<file path="src/rtl/worley_pkg.sv">
// Shared constants, FSM state type and reset tables for the Worley point animator.
// Point i lives at bits [W*i +: W] of every packed table.
package worley_pkg;

    localparam int NUM_POINTS = 4;
    localparam int COORD_W    = 10;
    localparam int VEL_W      = 4;
    localparam int TIME_W     = 20;
    localparam int IDX_W      = $clog2(NUM_POINTS);
    localparam int SUM_W      = COORD_W + 2;

    typedef enum logic [1:0] {
        ST_IDLE   = 2'd0,
        ST_UPDATE = 2'd1,
        ST_COMMIT = 2'd2
    } state_t;

    localparam logic [NUM_POINTS*COORD_W-1:0] RST_X  = {10'd100, 10'd500, 10'd300, 10'd100};
    localparam logic [NUM_POINTS*COORD_W-1:0] RST_Y  = {10'd460, 10'd400, 10'd200, 10'd100};
    localparam logic [NUM_POINTS*VEL_W-1:0]   RST_VX = {4'hF, 4'h2, 4'hF, 4'h1};
    localparam logic [NUM_POINTS*VEL_W-1:0]   RST_VY = {4'hE, 4'hF, 4'h1, 4'hF};

endpackage

</file>
<file path="src/rtl/worley_point_animator_if.sv">
// Frame-tick request side and published point/status side of the animator.
interface worley_point_animator_if;
    import worley_pkg::*;

    logic                           frame_tick;
    logic                           freeze;
    logic [NUM_POINTS*COORD_W-1:0]  pts_x;
    logic [NUM_POINTS*COORD_W-1:0]  pts_y;
    logic [TIME_W-1:0]              frame_count;
    logic                           busy;
    logic                           tick_dropped;

    modport master (
        output frame_tick, freeze,
        input  pts_x, pts_y, frame_count, busy, tick_dropped
    );

    modport slave (
        input  frame_tick, freeze,
        output pts_x, pts_y, frame_count, busy, tick_dropped
    );

endinterface

</file>
<file path="src/rtl/worley_axis_step.sv">
// One-axis move with mirror reflection at 0 and at i_max.
// JITTER_EN replaces the reflected speed with 1 + i_jit (sign still reversed).
module worley_axis_step
    import worley_pkg::*;
#(
    parameter bit JITTER_EN = 1'b0
) (
    input  logic [COORD_W-1:0]       i_pos,
    input  logic signed [VEL_W-1:0]  i_vel,
    input  logic [COORD_W-1:0]       i_max,
    input  logic [1:0]               i_jit,
    output logic [COORD_W-1:0]       o_pos,
    output logic signed [VEL_W-1:0]  o_vel
);

    logic signed [SUM_W-1:0] w_vel_ext;
    logic signed [SUM_W-1:0] w_n;
    logic signed [SUM_W-1:0] w_max_s;
    logic signed [SUM_W-1:0] w_refl_hi;
    logic [VEL_W-1:0]        w_mag;
    logic signed [VEL_W-1:0] w_vel_refl;

    assign w_vel_ext  = {{(SUM_W-VEL_W){i_vel[VEL_W-1]}}, i_vel};
    assign w_n        = $signed({{(SUM_W-COORD_W){1'b0}}, i_pos}) + w_vel_ext;
    assign w_max_s    = $signed({{(SUM_W-COORD_W){1'b0}}, i_max});
    assign w_refl_hi  = w_max_s + w_max_s - w_n;
    assign w_mag      = VEL_W'(i_jit) + VEL_W'(1);
    // A negative incoming velocity reflects to a positive one and vice versa.
    assign w_vel_refl = JITTER_EN ? (i_vel[VEL_W-1] ? w_mag : -w_mag) : -i_vel;

    always_comb begin
        o_pos = COORD_W'(w_n);
        o_vel = i_vel;
        if (w_n < 0) begin
            o_pos = COORD_W'(-w_n);
            o_vel = w_vel_refl;
        end else if (w_n > w_max_s) begin
            o_pos = COORD_W'(w_refl_hi);
            o_vel = w_vel_refl;
        end
    end

endmodule

</file>
<file path="src/rtl/worley_point_animator.sv">
// Bouncing feature points for a Worley noise field: one point stepped per cycle, all published at once.
// Define WORLEY_POINT_JITTER_EN to randomise the speed after each wall reflection.
module worley_point_animator
    import worley_pkg::*;
#(
    parameter int H_ACTIVE = 640,
    parameter int V_ACTIVE = 480
) (
    input  logic                    clk,
    input  logic                    rst_n,
    worley_point_animator_if.slave  bus
);

    localparam logic [COORD_W-1:0] X_MAX = COORD_W'(H_ACTIVE - 1);
    localparam logic [COORD_W-1:0] Y_MAX = COORD_W'(V_ACTIVE - 1);
`ifdef WORLEY_POINT_JITTER_EN
    localparam bit JIT_EN = 1'b1;
`else
    localparam bit JIT_EN = 1'b0;
`endif

    state_t                         r_state, w_state_next;
    logic [IDX_W-1:0]               r_idx;
    logic                           w_busy, w_update, w_commit;
    logic [NUM_POINTS*COORD_W-1:0]  w_work_x, w_work_y, r_pts_x, r_pts_y;
    logic [NUM_POINTS*VEL_W-1:0]    w_work_vx, w_work_vy;
    logic [COORD_W-1:0]             w_cur_x, w_cur_y, w_new_x, w_new_y;
    logic signed [VEL_W-1:0]        w_cur_vx, w_cur_vy, w_new_vx, w_new_vy;
    logic [TIME_W-1:0]              r_frame_count;
    logic                           r_tick_dropped;
    logic [1:0]                     w_jit;

    always_ff @(posedge clk) begin
        if (!rst_n) begin
            r_state <= ST_IDLE;
            r_idx   <= '0;
        end else begin
            r_state <= w_state_next;
            r_idx   <= (r_state == ST_UPDATE) ? r_idx + 1'b1 : '0;
        end
    end

    always_comb begin
        w_state_next = r_state;
        case (r_state)
            ST_IDLE:   if (bus.frame_tick && !bus.freeze) w_state_next = ST_UPDATE;
            ST_UPDATE: if (r_idx == IDX_W'(NUM_POINTS - 1)) w_state_next = ST_COMMIT;
            ST_COMMIT: w_state_next = ST_IDLE;
            default:   w_state_next = ST_IDLE;
        endcase
    end

    always_comb begin
        w_busy   = (r_state != ST_IDLE);
        w_update = (r_state == ST_UPDATE);
        w_commit = (r_state == ST_COMMIT);
    end

`ifdef WORLEY_POINT_JITTER_EN
    logic [15:0] r_lfsr;
    always_ff @(posedge clk) begin
        if (!rst_n) r_lfsr <= 16'hACE1;
        else        r_lfsr <= {r_lfsr[14:0], r_lfsr[15] ^ r_lfsr[13] ^ r_lfsr[12] ^ r_lfsr[10]};
    end
    assign w_jit = r_lfsr[1:0];
`else
    assign w_jit = 2'b00;
`endif

    // Working set: only the point selected by r_idx moves in a given UPDATE cycle.
    for (genvar gi = 0; gi < NUM_POINTS; gi++) begin : g_pt
        logic [COORD_W-1:0] r_x, r_y;
        logic [VEL_W-1:0]   r_vx, r_vy;

        always_ff @(posedge clk) begin
            if (!rst_n) begin
                r_x  <= RST_X[gi*COORD_W +: COORD_W];
                r_y  <= RST_Y[gi*COORD_W +: COORD_W];
                r_vx <= RST_VX[gi*VEL_W +: VEL_W];
                r_vy <= RST_VY[gi*VEL_W +: VEL_W];
            end else if (w_update && r_idx == IDX_W'(gi)) begin
                r_x  <= w_new_x;
                r_y  <= w_new_y;
                r_vx <= w_new_vx;
                r_vy <= w_new_vy;
            end
        end

        assign w_work_x[gi*COORD_W +: COORD_W] = r_x;
        assign w_work_y[gi*COORD_W +: COORD_W] = r_y;
        assign w_work_vx[gi*VEL_W +: VEL_W]    = r_vx;
        assign w_work_vy[gi*VEL_W +: VEL_W]    = r_vy;
    end

    assign w_cur_x  = w_work_x[r_idx*COORD_W +: COORD_W];
    assign w_cur_y  = w_work_y[r_idx*COORD_W +: COORD_W];
    assign w_cur_vx = $signed(w_work_vx[r_idx*VEL_W +: VEL_W]);
    assign w_cur_vy = $signed(w_work_vy[r_idx*VEL_W +: VEL_W]);

    worley_axis_step #(.JITTER_EN(JIT_EN)) u_step_x (
        .i_pos(w_cur_x), .i_vel(w_cur_vx), .i_max(X_MAX), .i_jit(w_jit),
        .o_pos(w_new_x), .o_vel(w_new_vx)
    );

    worley_axis_step #(.JITTER_EN(JIT_EN)) u_step_y (
        .i_pos(w_cur_y), .i_vel(w_cur_vy), .i_max(Y_MAX), .i_jit(w_jit),
        .o_pos(w_new_y), .o_vel(w_new_vy)
    );

    // Published points change only here, so consumers never see a half-updated frame.
    always_ff @(posedge clk) begin
        if (!rst_n) begin
            r_pts_x        <= RST_X;
            r_pts_y        <= RST_Y;
            r_frame_count  <= '0;
            r_tick_dropped <= 1'b0;
        end else begin
            if (w_commit) begin
                r_pts_x       <= w_work_x;
                r_pts_y       <= w_work_y;
                r_frame_count <= r_frame_count + TIME_W'(1);
            end
            if (w_busy && bus.frame_tick) r_tick_dropped <= 1'b1;
        end
    end

    assign bus.pts_x        = r_pts_x;
    assign bus.pts_y        = r_pts_y;
    assign bus.frame_count  = r_frame_count;
    assign bus.busy         = w_busy;
    assign bus.tick_dropped = r_tick_dropped;

endmodule

</file>
<file path="src/flat_wrapper.sv">
// flat-port wrapper written by rule: the top's interface ports become plain ports
module worley_point_animator_flat import worley_pkg::*;
#(
    parameter int H_ACTIVE = 640,
    parameter int V_ACTIVE = 480
)
  (clk, rst_n, bus_frame_tick, bus_freeze, bus_pts_x, bus_pts_y, bus_frame_count, bus_busy, bus_tick_dropped);
  worley_point_animator_if bus_i ();
  input  logic clk;
  input  logic rst_n;
  input wire logic [$bits(bus_i.frame_tick)-1:0] bus_frame_tick;
  input wire logic [$bits(bus_i.freeze)-1:0] bus_freeze;
  output wire logic [$bits(bus_i.pts_x)-1:0] bus_pts_x;
  output wire logic [$bits(bus_i.pts_y)-1:0] bus_pts_y;
  output wire logic [$bits(bus_i.frame_count)-1:0] bus_frame_count;
  output wire logic [$bits(bus_i.busy)-1:0] bus_busy;
  output wire logic [$bits(bus_i.tick_dropped)-1:0] bus_tick_dropped;
  assign bus_i.frame_tick = bus_frame_tick;
  assign bus_i.freeze = bus_freeze;
  assign bus_pts_x = bus_i.pts_x;
  assign bus_pts_y = bus_i.pts_y;
  assign bus_frame_count = bus_i.frame_count;
  assign bus_busy = bus_i.busy;
  assign bus_tick_dropped = bus_i.tick_dropped;
  worley_point_animator #(.H_ACTIVE(H_ACTIVE), .V_ACTIVE(V_ACTIVE)) u_core (.clk(clk), .rst_n(rst_n), .bus(bus_i));
endmodule
</file>
<file path="config.mk">
export PLATFORM = sky130hd
export DESIGN_NAME = worley_point_animator_flat
export DESIGN_NICKNAME = d
export VERILOG_FILES = /design/src/rtl/worley_pkg.sv /design/src/rtl/worley_point_animator_if.sv /design/src/rtl/worley_axis_step.sv /design/src/rtl/worley_point_animator.sv /design/src/flat_wrapper.sv
export SDC_FILE = /design/constraint.sdc
export NUM_CORES = 1
export LEC_CHECK = 0
export ABC_AREA = 1
export CAP_MARGIN = 20
export CORE_MARGIN = 3
export CORE_UTILIZATION = 45
export DETAILED_ROUTE_END_ITERATION = 12
export SLEW_MARGIN = 40
export SYNTH_ARGS = -nofsm -noshare
export SYNTH_HDL_FRONTEND = slang
export SYNTH_HIERARCHICAL = 1
export SYNTH_SLANG_ARGS = --single-unit
</file>
<file path="constraint.sdc">
create_clock -name clk -period 12.8 [get_ports clk]
set_clock_uncertainty 0.05 [all_clocks]
set_input_delay 1.92 -clock clk [delete_from_list [all_inputs] [get_ports clk]]
set_output_delay 1.92 -clock clk [all_outputs]
set_load 0.005 [all_outputs]
</file>
==> impl_metrics.py, run 1 <==
metrics = {
    "outcome": {
        "result_of_the_run": "completed",
    },
    "critical_path": {
        "slack_of_the_worst_reg_to_reg_path_ns": 7.09,
        "worstSetupEndpoint": "u_core/g_pt[1].r_x[9]",
        "endpoint_kind": "register",
        "cp_num_buf_inv": 4,
        "criticalPathCategory": "register to register",
        "critical_path.max_stage_delay_ns": 0.63,
        "timing.critical_path.max_delay_family": "simple AND/OR/NAND/NOR gates",
        "worst_r2r_path_depth": 22,
        "worstSetupStartpointType": "register",
        "worstPathMaxFanout": 23,
        "critical-path-slowest-cell": "inv_1",
        "cp.arrival_ns": 6.04,
        "regToRegEndpoint": "u_core/g_pt[1].r_x[9]",
        "worstPathCellList": "inv_1 -> buf_4 -> o21ai_0 -> o21ai_0 -> ha_1 -> fa_1 -> inv_1 -> o21bai_1 -> xor2_2 -> inv_1 -> ha_1 -> nand2_1 -> nor3_1 -> nand3_1 -> and3_1 -> nand3b_1 -> nand2_1 -> nand4_1 -> nand3_1 -> nand2_1 -> o21ai_0 -> a21oi_1",
        "cp-startpoint": "u_core/r_idx[1]",
        "cp.depth": 22,
        "crit-reg2reg-launch": "u_core/r_idx[1]",
        "worst_ep_required_ns": 13.13,
    },
    "logic_synthesis": {
        "synth-compound-area-share_pct": 15.3,
        "synth_warnings": 6,
        "synth_adder_area_share_pct": 7.55,
        "synth_xor_xnor_area_share_pct": 2.90,
        "synth_largest_type_area_fraction_pct": 35.7,
        "post_synth.cell_area_avg_um2": 6.86,
        "biggest_area_contributors_in_the_synthesized_netlist": "dfxtp_1, nand2_1, ha_1",
        "post_synth_num_cell_types": 50,
        "muxShareOfSynthArea_pct": 0,
        "yosysTopAreaCell": "dfxtp_1",
        "ys_seq_elements": 217,
        "number_of_enable_type_register_cells_in_the_synthesized_netlist": 0,
        "area_fraction_in_and_or_nand_and_nor_cells_after_synthesis_pct": 29.4,
        "cell_count_after_synthesis": 1772,
        "syn-cell-area_um2": 12200,
        "combinational_family_with_the_most_area_after_synthesis": "simple AND/OR/NAND/NOR gates",
        "synth_sequential_area_ratio_pct": 35.7,
        "postSynth.topFlopCell": "dfxtp_1",
        "post_synthesis_async_set_or_reset_flop_share_pct": 0,
    },
    "timing": {
        "tightest_slew_ns": 0.830,
        "finalWorstPathRequiredPeriod_ns": 5.71,
        "timing.final.hold_violations": 0,
        "setup_viol_count_final": 0,
        "hold_slack_ns": 0.408,
        "clock.fmax_mhz": 175,
        "max-slew-margin-rel_pct": 44.5,
        "timing.final.crit_share_pct": 44.6,
        "drv_slew": 0,
        "tns_ns": 0,
        "rsz0062_at_grt": "no",
    },
    "hold_path": {
        "worstHoldPathType": "register to register",
    },
    "layout": {
        "insertedDiodeCount": 0,
        "nets": 1937,
        "layout-drive-gt1-share_pct": 6.03,
        "area_delta_synth_final_pct": 16.3,
        "final_area_um2": 14100,
        "postLayoutCoreUtil_pct": 53.8,
    },
    "die": {
        "design.core.area_um2": 26300,
        "rows": 59,
        "x_dimension_of_the_die_um": 170,
        "dieHeight_um": 170,
        "starting_density_pct": 46.3,
        "io_pins": 106,
        "dieArea_um2": 29000,
    },
    "detailed_routing": {
        "antenna_left": 0,
        "routed-via-count": 11632,
        "drt-initial-drc-count": 934,
        "post_drt_via_cell_ratio": 5.26,
        "routed_wl_um": 34600,
        "route.detailed.drc": 0,
        "dr.pass1.iters": 5,
        "avgRoutedWirePerCell_um": 15.7,
    },
    "clocking": {
        "cts-buffers-inserted": 23,
        "clock_latency_ns": 0.51,
        "tritoncts_num_sinks": 217,
        "cts_resized": 0,
        "post-cts-setup-buffers": 0,
        "cts.reportedPaths.clkPinSlew_ns": 0.06,
        "cts_tree": "built",
        "cts_htree_levels": 1,
        "root_buffer_master": "clkbuf_16",
        "cts_max_path_buffers": 3,
        "postCtsHoldBufs": 0,
    },
    "pwr": {
        "power-per-cell-area_nw_per_um2": 168,
        "total_leakage_power_nw": 6.47,
        "worst_ir_drop_vdd_mv": 0.0962,
    },
    "place": {
        "detailed_place.area_um2": 13400,
        "half_perimeter_wire_length_after_placement_um": 24600,
        "gp_congestion": 0.916,
        "port-buffer-count": 105,
    },
    "grt": {
        "grt.overflow.total": 0,
        "grt_util_all_layers_pct": 23.6,
        "grt_pass1_vias": 10775,
        "pin_count_of_the_biggest_net_entering_global_routing": 72,
        "antenna_found_initial": 0,
        "first_pass_grt_wire_length_um": 56300,
    },
    "flow_run": {
        "max-cap-violations": 0,
    },
}
[per-layer routing]
layer | part of all wire, % | track usage [%] | vias up
met2 | 44 | 37.0 | 291
met1 | 48 | 34.2 | 5363
li1 | - | - | 5920
met4 | 2.8 | 7.55 | 0
met5 | 0 | 0 | -
met3 | 5.2 | 2.53 | 58
[cells in the mapped netlist, types with 3 or more instances]
cell	count
dfxtp_1	217
nor3_1	9
clkbuf_8	4
buf_2	28
nor2_2	5
nand3_1	142
nand2_1	437
nand3b_1	4
a21oi_1	155
inv_2	14
nor2_4	3
ha_1	67
o21ai_0	155
xor2_1	24
o22ai_1	14
a21oi_2	3
clkbuf_1	43
nand2_2	18
inv_1	159
xor2_2	3
xnor2_1	7
nand3_2	4
nor2_1	172
nand4_1	29
buf_4	8
fa_1	4
o21bai_1	6
[worst min path at each step]
| stage | cells after the start | slack (ns) | startpoint | endpoint |
|---|---|---|---|---|
| 3_5_place_dp | 2 | 0.40 | u_core/g_pt[2].r_vx[2] | u_core/g_pt[2].r_vx[2] |
| 6_report | 2 | 0.41 | u_core/g_pt[2].r_vx[3] | u_core/g_pt[2].r_vx[3] |
| 5_1_grt | 2 | 0.42 | u_core/g_pt[3].r_vy[0] | u_core/g_pt[3].r_vy[0] |
| 3_3_place_gp | 2 | 0.39 | u_core/g_pt[2].r_vx[3] | u_core/g_pt[2].r_vx[3] |
| 2_1_floorplan | 2 | 0.38 | u_core/g_pt[2].r_vx[0] | u_core/g_pt[2].r_vx[0] |
| 4_1_cts | 2 | 0.41 | u_core/g_pt[2].r_vx[3] | u_core/g_pt[2].r_vx[3] |
[power by group]
| part | switching [W] | internal [W] | leakage, nW |
|---|---|---|---|
| Sequential | 0.00000873 | 0.000690 | 1.76 |
| Clock | 0.000273 | 0.000361 | 0.346 |
| Combinational | 0.000717 | 0.000322 | 4.37 |
| Total | 0.000999 | 0.00137 | 6.47 |
[stage by stage]
step	setup WS, ns	total power [W]	cells
2_1_floorplan	8.40	0.00149	1810
3_3_place_gp	7.32	0.00173	2170
3_5_place_dp	7.23	0.00173	2171
4_1_cts	7.20	0.00237	2209
5_1_grt	6.59	0.00255	2210
6_report	7.09	0.00237	2210
[kinds of logic (layout without fill, tap and decap cells)]
logic type	Yosys count	after routing
buffers and inverters	262	327
XOR/XNOR	36	36
other	2	40
AO/OA/AOI/OAI	351	351
AND/OR/NAND/NOR	833	833
flip-flops	217	217
adder cells (fa/ha/maj)	71	71
[cell usage in the layout, fill, tap and decap left out, types with 13 or more instances in the layout]
cell type	synthesis	routed
nand2_1	437	436
dfxtp_1	217	217
nor2_1	172	172
inv_1	159	159
o21ai_0	155	155
a21oi_1	155	155
nand3_1	142	142
clkdlybuf4s50_1	0	104
ha_1	67	67
conb_1	2	40
nand4_1	29	29
xor2_1	24	24
clkbuf_16	0	23
nand2_2	18	17
inv_2	14	14
o22ai_1	14	13
[tightest hold or removal path, cell delays in order, from the launching register on]
cell     delay [ns]
dfxtp_1        0.30
inv_1          0.06
a21oi_1        0.05
[cell type report]
| cell class | instances | area [µm²] |
|---|---|---|
| clock buffers | 26 | 607 |
| clock inverters | 12 | 100 |
| fillers | 2664 | 12100 |
| inverters | 174 | 653 |
| multi-input cells | 1331 | 6880 |
| flip-flops and latches | 217 | 4340 |
| well taps | 335 | 419 |
| repair buffers | 115 | 1140 |
[sequential cells by signal (all words and copies together) (netlist names)]
register,flops
u_core/r_state,2
u_core/r_idx,2
u_core/bus.pts_y,40
u_core/g_pt.r_vy,16
u_core/g_pt.r_vx,16
u_core/bus.frame_count,20
u_core/bus.pts_x,40
u_core/g_pt.r_y,40
u_core/bus.tick_dropped,1
u_core/g_pt.r_x,40
(Power assumes the default switching activity.)
==> run 2: changes to the inputs <==
--- a/config.mk
+++ b/config.mk
@@ -10,6 +10,7 @@
 export CORE_MARGIN = 3
 export CORE_UTILIZATION = 45
 export DETAILED_ROUTE_END_ITERATION = 12
+export PLACE_DENSITY = 0.67
 export SLEW_MARGIN = 40
 export SYNTH_ARGS = -nofsm -noshare
 export SYNTH_HDL_FRONTEND = slang
==> constraint.sdc (replaced) <==
create_clock -name clk -period 4.7 [get_ports clk]
set_clock_uncertainty 0.05 [all_clocks]
set_input_delay 0.705 -clock clk [delete_from_list [all_inputs] [get_ports clk]]
set_output_delay 0.705 -clock clk [all_outputs]
set_load 0.005 [all_outputs]
==> impl_metrics.py, run 2 (synthesis gave the netlist of run 1 again) <==
metrics = {
    "outcome": {
        "result_of_the_run": "completed",
    },
    "grt": {
        "pin_count_of_the_biggest_net_entering_global_routing": 68,
        "antenna_found_initial": 0,
        "grt_pass1_vias": 10585,
        "first_pass_grt_wire_length_um": 54100,
        "grt_util_all_layers_pct": 22.4,
        "grt.overflow.total": 0,
    },
    "timing": {
        "drv_slew": 0,
        "clock.fmax_mhz": 229,
        "timing.final.crit_share_pct": 93.1,
        "timing.final.hold_violations": 0,
        "hold_slack_ns": 0.410,
        "setup_viol_count_final": 0,
        "max-slew-margin-rel_pct": 44.3,
        "finalWorstPathRequiredPeriod_ns": 4.37,
        "tns_ns": 0,
        "finalWorstSetupSlack_ns": 0.327,
        "tightest_slew_ns": 0.832,
    },
    "critical_path": {
        "slack_of_the_worst_reg_to_reg_path_ns": 0.33,
        "endpoint_kind": "register",
        "criticalPathCategory": "register to register",
        "worst_ep_required_ns": 5.00,
        "worstSetupStartpointType": "register",
        "crit-reg2reg-launch": "u_core/r_idx[0]",
        "cp.arrival_ns": 4.68,
        "worstSetupEndpoint": "u_core/g_pt[1].r_y[9]",
        "worst_r2r_path_depth": 25,
        "cp-startpoint": "u_core/r_idx[0]",
        "worstPathMaxFanout": 45,
        "regToRegEndpoint": "u_core/g_pt[1].r_y[9]",
    },
    "clocking": {
        "root_buffer_master": "clkbuf_16",
        "postCtsHoldBufs": 0,
        "tritoncts_num_sinks": 217,
        "cts_tree": "built",
        "cts-buffers-inserted": 22,
        "cts_htree_levels": 1,
        "cts.reportedPaths.clkPinSlew_ns": 0.06,
        "clock_latency_ns": 0.51,
        "cts_max_path_buffers": 3,
    },
    "die": {
        "dieHeight_um": 170,
        "starting_density_pct": 46.3,
        "io_pins": 106,
        "dieArea_um2": 29000,
        "x_dimension_of_the_die_um": 170,
        "rows": 59,
        "design.core.area_um2": 26300,
    },
    "layout": {
        "insertedDiodeCount": 0,
        "postLayoutCoreUtil_pct": 54.9,
        "area_delta_synth_final_pct": 18.5,
        "layout-drive-gt1-share_pct": 7.38,
        "seq_area_um2": 4340,
        "nets": 1958,
        "multiInputGateArea_um2": 6900,
        "mostFrequentLayoutCells": "nand2_1, dfxtp_1, nor2_1, inv_1, a21oi_1",
        "nFillCells": 2529,
        "most_common_cell_after_layout_fill_and_taps_aside": "nand2_1",
        "instances_no_fill": 2233,
    },
    "detailed_routing": {
        "antenna_left": 0,
        "route.detailed.drc": 0,
        "post_drt_via_cell_ratio": 5.24,
        "dr.pass1.iters": 5,
        "avgRoutedWirePerCell_um": 14.9,
        "routed-via-count": 11711,
        "routed_wl_um": 33300,
        "drt-initial-drc-count": 1067,
    },
    "hold_path": {
        "worstHoldPathType": "register to register",
    },
    "place": {
        "worst_case_setup_slack_after_placement_ns": 0.262,
        "gp_congestion": 0.932,
        "half_perimeter_wire_length_after_placement_um": 23500,
        "place.detailed.instances": 2191,
        "port-buffer-count": 105,
    },
    "pwr": {
        "total_leakage_power_nw": 6.62,
        "power-per-cell-area_nw_per_um2": 459,
        "worst_ir_drop_vdd_mv": 0.230,
    },
    "flow_run": {
        "max-cap-violations": 0,
    },
}
## run 2: routing by layer
| metal | vias to the layer above | part of all wire, % | wire [µm] | global-route usage, % |
|---|---|---|---|---|
| li1 | 5973 | - | - | - |
| met1 | 5373 | 48 | 16000 | 32.7 |
| met2 | 316 | 44 | 14700 | 35.5 |
| met3 | 49 | 5.9 | 1970 | 2.30 |
| met4 | 0 | 1.8 | 595 | 5.78 |
| met5 | - | 0 | 0 | 0 |
## run 2: repair_timing
item	in CTS	in global routing
setup buffers	0	3
endpoints found under the setup margin	0	54
gates resized for setup	0	10
hold endpoints to repair	0	0
## run 2: worst max-delay path, stage by stage, from the launching register on
cell and delay, ns:
dfxtp_1 0.43, buf_12 0.27, o21ai_0 0.10, o22ai_1 0.46, ha_1 0.35, nand3_1 0.10, nand3_2 0.11, inv_2 0.08
o21ai_1 0.09, xnor2_2 0.15, buf_4 0.17, buf_4 0.13, ha_1 0.35, nand2_1 0.11, nor2_1 0.15, nand3_1 0.09
nand3_1 0.14, inv_1 0.06, nand2_1 0.06, nand2_1 0.04, inv_1 0.05, nand4_1 0.08, nand3_1 0.10, nand2_1 0.21
o21ai_0 0.22, a21oi_1 0.06
## run 2: where the power goes
part | leakage [nW] | internal [W] | switching, W
clock | 0.382 | 0.00108 | 0.000728
combinational | 4.48 | 0.000973 | 0.00193
sequential | 1.76 | 0.00188 | 0.0000249
## run 2: worst min path at each step
| stage | endpoint | slack, ns | start | depth (start not counted) |
|---|---|---|---|---|
| 2_1_floorplan | u_core/g_pt[2].r_vx[0] | 0.38 | u_core/g_pt[2].r_vx[0] | 2 |
| 3_3_place_gp | u_core/g_pt[2].r_vx[3] | 0.39 | u_core/g_pt[2].r_vx[3] | 2 |
| 3_5_place_dp | u_core/g_pt[2].r_vx[0] | 0.40 | u_core/g_pt[2].r_vx[0] | 2 |
| 4_1_cts | u_core/g_pt[2].r_vx[0] | 0.41 | u_core/g_pt[2].r_vx[0] | 2 |
| 5_1_grt | u_core/g_pt[3].r_vy[0] | 0.44 | u_core/g_pt[3].r_vy[0] | 2 |
| 6_report | u_core/g_pt[2].r_vx[0] | 0.41 | u_core/g_pt[2].r_vx[0] | 2 |
## run 2: stage by stage
stage,cell area [µm²],power (W)
3_5_place_dp,13600,0.00474
2_1_floorplan,12300,0.00407
4_1_cts,14400,0.00655
5_1_grt,14400,0.00710
6_report,14400,0.00661
3_3_place_gp,13600,0.00472
## run 2: final cells by class
cell class / instances / area share (%)
Multi-Input combinational cell: 1331 / 47.8
Sequential cell: 217 / 30.1
Clock buffer: 29 / 4.50
Clock inverter: 10 / 0.738
Timing Repair Buffer: 137 / 9.34
Inverter: 174 / 4.55
Tap cell: 335 / 2.91
